## config.mk

```make
export PLATFORM = sky130hd
export DESIGN_NAME = moore_seq_detector_1011
export DESIGN_NICKNAME = d
export VERILOG_FILES = /design/src/rtl/moore_seq_detector_1011.sv
export SDC_FILE = /design/constraint.sdc
export NUM_CORES = 1
export LEC_CHECK = 0
export CAP_MARGIN = 20
export CORE_AREA = 2 2 39 41
export CTS_CLUSTER_SIZE = 20
export DETAILED_ROUTE_END_ITERATION = 8
export DIE_AREA = 0 0 41 43
export PLACE_DENSITY = 0.67
export SLEW_MARGIN = 15
export SYNTH_ARGS = -nofsm -noshare
export SYNTH_HDL_FRONTEND = slang
export SYNTH_SLANG_ARGS = --single-unit
```

## constraint.sdc

```tcl
create_clock -name clock -period 3.49 [get_ports clock]
set_input_delay 0.5235 -clock clock [delete_from_list [all_inputs] [get_ports clock]]
set_output_delay 0.5235 -clock clock [all_outputs]
set_load 0.01 [all_outputs]
```

## src/rtl/moore_seq_detector_1011.sv

```systemverilog
// moore_seq_detector_1011: Moore FSM flagging serial pattern 1011 (overlapping),
// with a debug state output and a saturating detection counter.
module moore_seq_detector_1011 #(
    parameter int CNT_W = 8
) (
    input  logic             clock,
    input  logic             reset,
    input  logic             sequence_in,
    output logic             detector_out,
    output logic [2:0]       state_out,
    output logic [CNT_W-1:0] detect_count
);
    typedef enum logic [2:0] {
        S0    = 3'd0,
        S1    = 3'd1,
        S10   = 3'd2,
        S101  = 3'd3,
        S1011 = 3'd4
    } state_t;
    state_t           state_q, state_d;
    logic [CNT_W-1:0] count_q, count_d;
    always_ff @(posedge clock) begin
        if (reset) begin
            state_q <= S0;
            count_q <= '0;
        end else begin
            state_q <= state_d;
            count_q <= count_d;
        end
    end
    always_comb begin
        state_d = S0;
        case (state_q)
            S0:      state_d = sequence_in ? S1    : S0;
            S1:      state_d = sequence_in ? S1    : S10;
            S10:     state_d = sequence_in ? S101  : S0;
            S101:    state_d = sequence_in ? S1011 : S10;
            S1011:   state_d = sequence_in ? S1    : S10;
            default: state_d = S0;
        endcase
        // S1011 is only reachable from S101, so this counts entries, not dwell cycles
        count_d = (state_d == S1011 && count_q != '1) ? count_q + CNT_W'(1) : count_q;
    end
    always_comb begin
        detector_out = (state_q == S1011);
        state_out    = state_q;
        detect_count = count_q;
    end
endmodule

```

==> Word-level counts from Yosys, hierarchy flattened <==
Index checks and enable logic that the tools add are counted.
{ "classes": {"addsub": 1, "eq_ne": 6, "mux": 5, "n_reduce_logical": 3} }
{ "op_table": {"columns": ["operator", "count"], "rows": [
  ["3-bit one-hot mux with 4 select lines", 1],
  ["8-bit by 1-bit adder with 8-bit output (second input constant)", 1],
  ["8-bit != test (second input constant)", 1],
  ["3-bit by 2-bit equality test with 1-bit output (second input constant)", 2],
  ["3-bit equality test (second input constant)", 2],
  ["2-bit two-way mux", 2],
  ["3-bit by 1-bit equality test with 1-bit output (second input constant)", 1],
  ["3-bit zero test", 1],
  ["3-bit two-way mux", 1],
  ["2-bit OR reduction", 1],
  ["1-bit logical AND", 1],
  ["1-bit two-way mux", 1]
]} }
{ "word_totals": {"reg_bits": 11, "input_bits": 3, "output_inout_bits": 12} }

==> Depth between registers and ports, before layout <==
{ "depth": {"word_depth": 5, "mapped_depth": 5, "mapped_depth_nobuf": 5} }

==> Least setup slack after synthesis <==
No wires, ideal clock.
{ "synth_timing": {"path_type": "reg2reg", "startpoint": "reg count_q[0] (netlist: detect_count[0])", "endpoint": "reg count_q[1] (netlist: detect_count[1])", "setup_time_ps": 128, "arrival_ps": 1290, "required_time_ps": 3362, "path_slack_ps": 2072, "stages_incl_launch_ff": 6, "path_cell_list": "dfxtp_1 > ha_1 > nand3_1 > o21ai_1 > mux2i_1 > nor2_1"} }
{ "synth_via": {"elab_chain_cells": 2, "elab_cells_between_ends": 3} }
{ "synth_lines": {"columns": ["element", "line_no", "text"], "rows": [
  ["start: declaration", "21", "logic [CNT_W-1:0] count_q, count_d;"],
  ["start signal: assignment", "28", "count_q <= count_d;"],
  ["branches (longest 2 deep; another with 8-bit by 1-bit adder with 8-bit output)", null, null]
]} }
Several ways; the timed one is not identified.
A chain may end at the register's enable or synchronous reset.

==> Final worst setup path <==
{ "layout_timing": {"startpoint": "reg state_q[2] (netlist: state_out[2])", "endpoint": "out detector_out"} }
{ "layout_via": {"elab_chain_cells": 1} }
{ "layout_lines": {"columns": ["element", "line_no", "text"], "rows": [
  ["start: declaration", "20", "state_t state_q, state_d;"],
  ["start signal: assignment", "27", "state_q <= state_d;"],
  ["3-bit equality test", "45", "detector_out = (state_q == S1011);"],
  ["end: declaration", "9", "output logic detector_out,"]
]} }
No other way between the ends.

==> summary.txt <==
Status
  • Status: finished clean

Pwr
  • Pwr/cell area: 325 nW/um^2
  • Leak: 0.253 nW
  • Worst vdd ir: 0.212 mV

CTS
  • Clock sinks: 11
  • CTS clk-pin slew, worst paths: 70 ps
  • CTS Buf Count: 3
  • Skew-Pair Late Insertion Delay: 270 ps
  • CTS tree: yes
  • CTS H-Tree Depth: 1
  • CTS Root Cell: clkbuf_4
  • Hold-fix buffers, CTS: 0
  • CTS resizes: 0
  • Post-CTS setup buffers: 0
  • Maximum root-to-sink buffer count: 2

Yosys
  • Adder-cell share of the synthesized area: 4.38%
  • XOR/XNOR Fraction of Synth Area: 10.2%
  • Syn nets: 59
  • Compound-Gate Fraction of Synth Area: 11.4%
  • Post-Syn Instances: 55
  • Yosys cell types: 25
  • Cell Area, Synth: 514 sq um
  • Mean Syn Cell Area: 9.35 sq um
  • Sequential area share after synthesis: 42.8%
  • Post-synthesis simple-gate area fraction: 28.5%
  • Largest family of logic cells by synthesized area: simple AND/OR/NAND/NOR gates
  • Yosys warning total: 0
  • FF+latch count, synth: 11
  • Post-synthesis mux area share: 1.95%

Drt
  • DRT Pass-1 Iters: 4
  • DR vias: 476
  • Residual DRC: 0
  • Drt via density: 5.41
  • Violation count after the first detailed-route iteration: 6
  • DRT Wirelength: 1040 um
  • WL/cell: 11.8 um
  • Routed Antenna Nets: 0

Placed design
  • RePlAce Congestion: 0.735
  • DP Worst Slack: 1490 ps
  • Placed cell area: 671 sq um
  • Placed Cells: 84
  • Port Buffers: 14

Final layout
  • Layout Nets: 77
  • Antenna cell count: 0
  • Area growth syn-to-layout: 35.5%
  • Post-route cell area: 697 sq um
  • Fill count: 130
  • Final std cells w/o fill: 88
  • Layout cells sized above 1: 8.33%

Worst setup path
  • Slowest stage delay, CP: 560 ps
  • CP endpoint kind: primary output
  • Crit-path cells: nor3b_1 > clkdlybuf4s50_1
  • Arrival @ worst endpoint: 1460 ps
  • CP required: 2970 ps
  • CP Class: reg -> out
  • Critical path launch point: state_out[2]
  • CP Max Fanout: 8
  • CP Launch Type: register
  • Worst r2r src: detect_count[0]
  • CP max-delay cell: clkdlybuf4s50_1

Timing
  • Setup ws final: 1510 ps
  • Measured slew at the worst slew-check pin: 409 ps
  • Relative slew slack: 72.7%
  • Tcrit/Tclk final: 56.8%
  • Post-layout min period: 1980 ps
  • Maximum clock frequency: 0.504 GHz
  • Final setup vio count: 0
  • Hold violation count in the final report: 0
  • Clock skew: 6.08 ps
  • Slew Viols, Final: 0
  • TNS Setup: 0 ps
  • RSZ-0062 raised after global routing: no
  • Final worst hold slack: 522 ps

Worst hold path
  • Type of the worst min-delay path: reg -> reg
  • Hold path startpoint: detect_count[6]

Floorplanning
  • Die height: 43 um
  • Core box area: 1380 sq um
  • Die ar.: 1760 sq um
  • I/O Pins: 15
  • Die Wd: 41 um
  • Initial Util: 37.2%
  • Cell Rows: 14

GRT
  • GRT Overall Usage: 13.9%
  • GRT overflow: 0
  • Pin count of the biggest net entering global routing: 12
  • Vias in the first global route: 410
  • Number of antenna violations at the first check in global routing: 0
  • First-pass GRT wire length: 1650 um

Job
  • Max Cap Viol: 0
layer usage:
| layer | share of wire, % | GRT usage, % | routed length (um) |
|---|---|---|---|
| met1 | 46 | 18.2 | 479 |
| met4 | 2.8 | 10.0 | 29 |
| met3 | 3.3 | 3.14 | 34 |
| met2 | 48 | 19.1 | 498 |
| met5 | 0 | 0 | 0 |
kinds of logic (layout without fill, tap and decap cells):
logic type,after synthesis,count (layout)
flops,11,11
compound gates,9,9
xor+xnor,6,6
simple gates,25,25
buf+inv,1,18
fa+ha+maj,2,2
mux,1,1
synth_stat cells, drive strengths merged:
| cell | n | area [sq um] |
|---|---|---|
| mux2i | 1 | 10.0 |
| xnor2 | 1 | 8.76 |
| nand4b | 1 | 8.76 |
| maj3 | 1 | 10.0 |
| clkbuf | 1 | 3.75 |
| o21ai | 1 | 5.00 |
| o211ai | 3 | 22.5 |
| nand2 | 2 | 7.51 |
| or4 | 1 | 7.51 |
| o31ai | 1 | 7.51 |
| and4bb | 1 | 12.5 |
| nand4 | 1 | 6.26 |
| dfxtp | 11 | 220 |
| and4b | 1 | 11.3 |
| xor2 | 5 | 43.8 |
| o2111ai | 1 | 8.76 |
| nor2 | 10 | 37.5 |
| ha | 1 | 12.5 |
| a21oi | 3 | 15.0 |
| or3b | 1 | 8.76 |
| and2 | 1 | 6.26 |
| nor3b | 2 | 15.0 |
| and3 | 2 | 12.5 |
| nand3b | 1 | 7.51 |
| nand3 | 1 | 5.00 |
state kept, by name, indices dropped and copies added, names as in the netlist:
| name | cells |
|---|---|
| detect_count | 8 |
| state_out | 3 |
area by class of cell:
class	instances	area (sq um)	share of cell area, %
multi-input combinational	43	290	41.7
clock buffer	4	26.3	3.77
tap	16	20.0	2.87
timing repair buffer	14	140	20.1
sequential	11	220	31.6
cell usage in the layout (no fill, tap or decap), drive strengths merged:
cell,Yosys,final
nand3b,1,1
nand4,1,1
clkdlybuf4s50,0,14
a21oi,3,3
and2,1,1
dfxtp,11,11
xor2,5,5
and4bb,1,1
nor2,10,10
o211ai,3,3
o2111ai,1,1
nand3,1,1
clkbuf,1,4
maj3,1,1
and4b,1,1
or3b,1,1
ha,1,1
nand2,2,2
nand4b,1,1
o21ai,1,1
o31ai,1,1
or4,1,1
nor3b,2,2
xnor2,1,1
and3,2,2
mux2i,1,1
report_power, final:
part / internal (mW) / leakage, nW / switching, mW
Sequential: 0.127 / 0.0889 / 0.00195
Combinational: 0.00539 / 0.149 / 0.00489
Clock: 0.0443 / 0.0150 / 0.0433
Total: 0.176 / 0.253 / 0.0501
per-stage QoR:
stage | total power, mW | utilization, %
after CTS | 0.230 | 50.4
after global placement | 0.142 | 48.5
after global routing | 0.235 | 50.4
after floorplan | 0.135 | -
final | 0.226 | 50.4
after detailed placement | 0.142 | 48.5
path summary, 6_finish.rpt:
path	end	slack, ps	cells past startpoint
setup reg to reg	detect_count[1]	1950	5
hold / removal	detect_count[6]	520	2
hold reg to reg	detect_count[6]	520	2
setup / recovery	detector_out	1510	2
worst max-delay path: cells and delay by family (launching register included):
kind	cells	cell delay, ps
buf+inv	1	560
simple gates	1	210
flops	1	420
(Power assumes the default switching activity.)
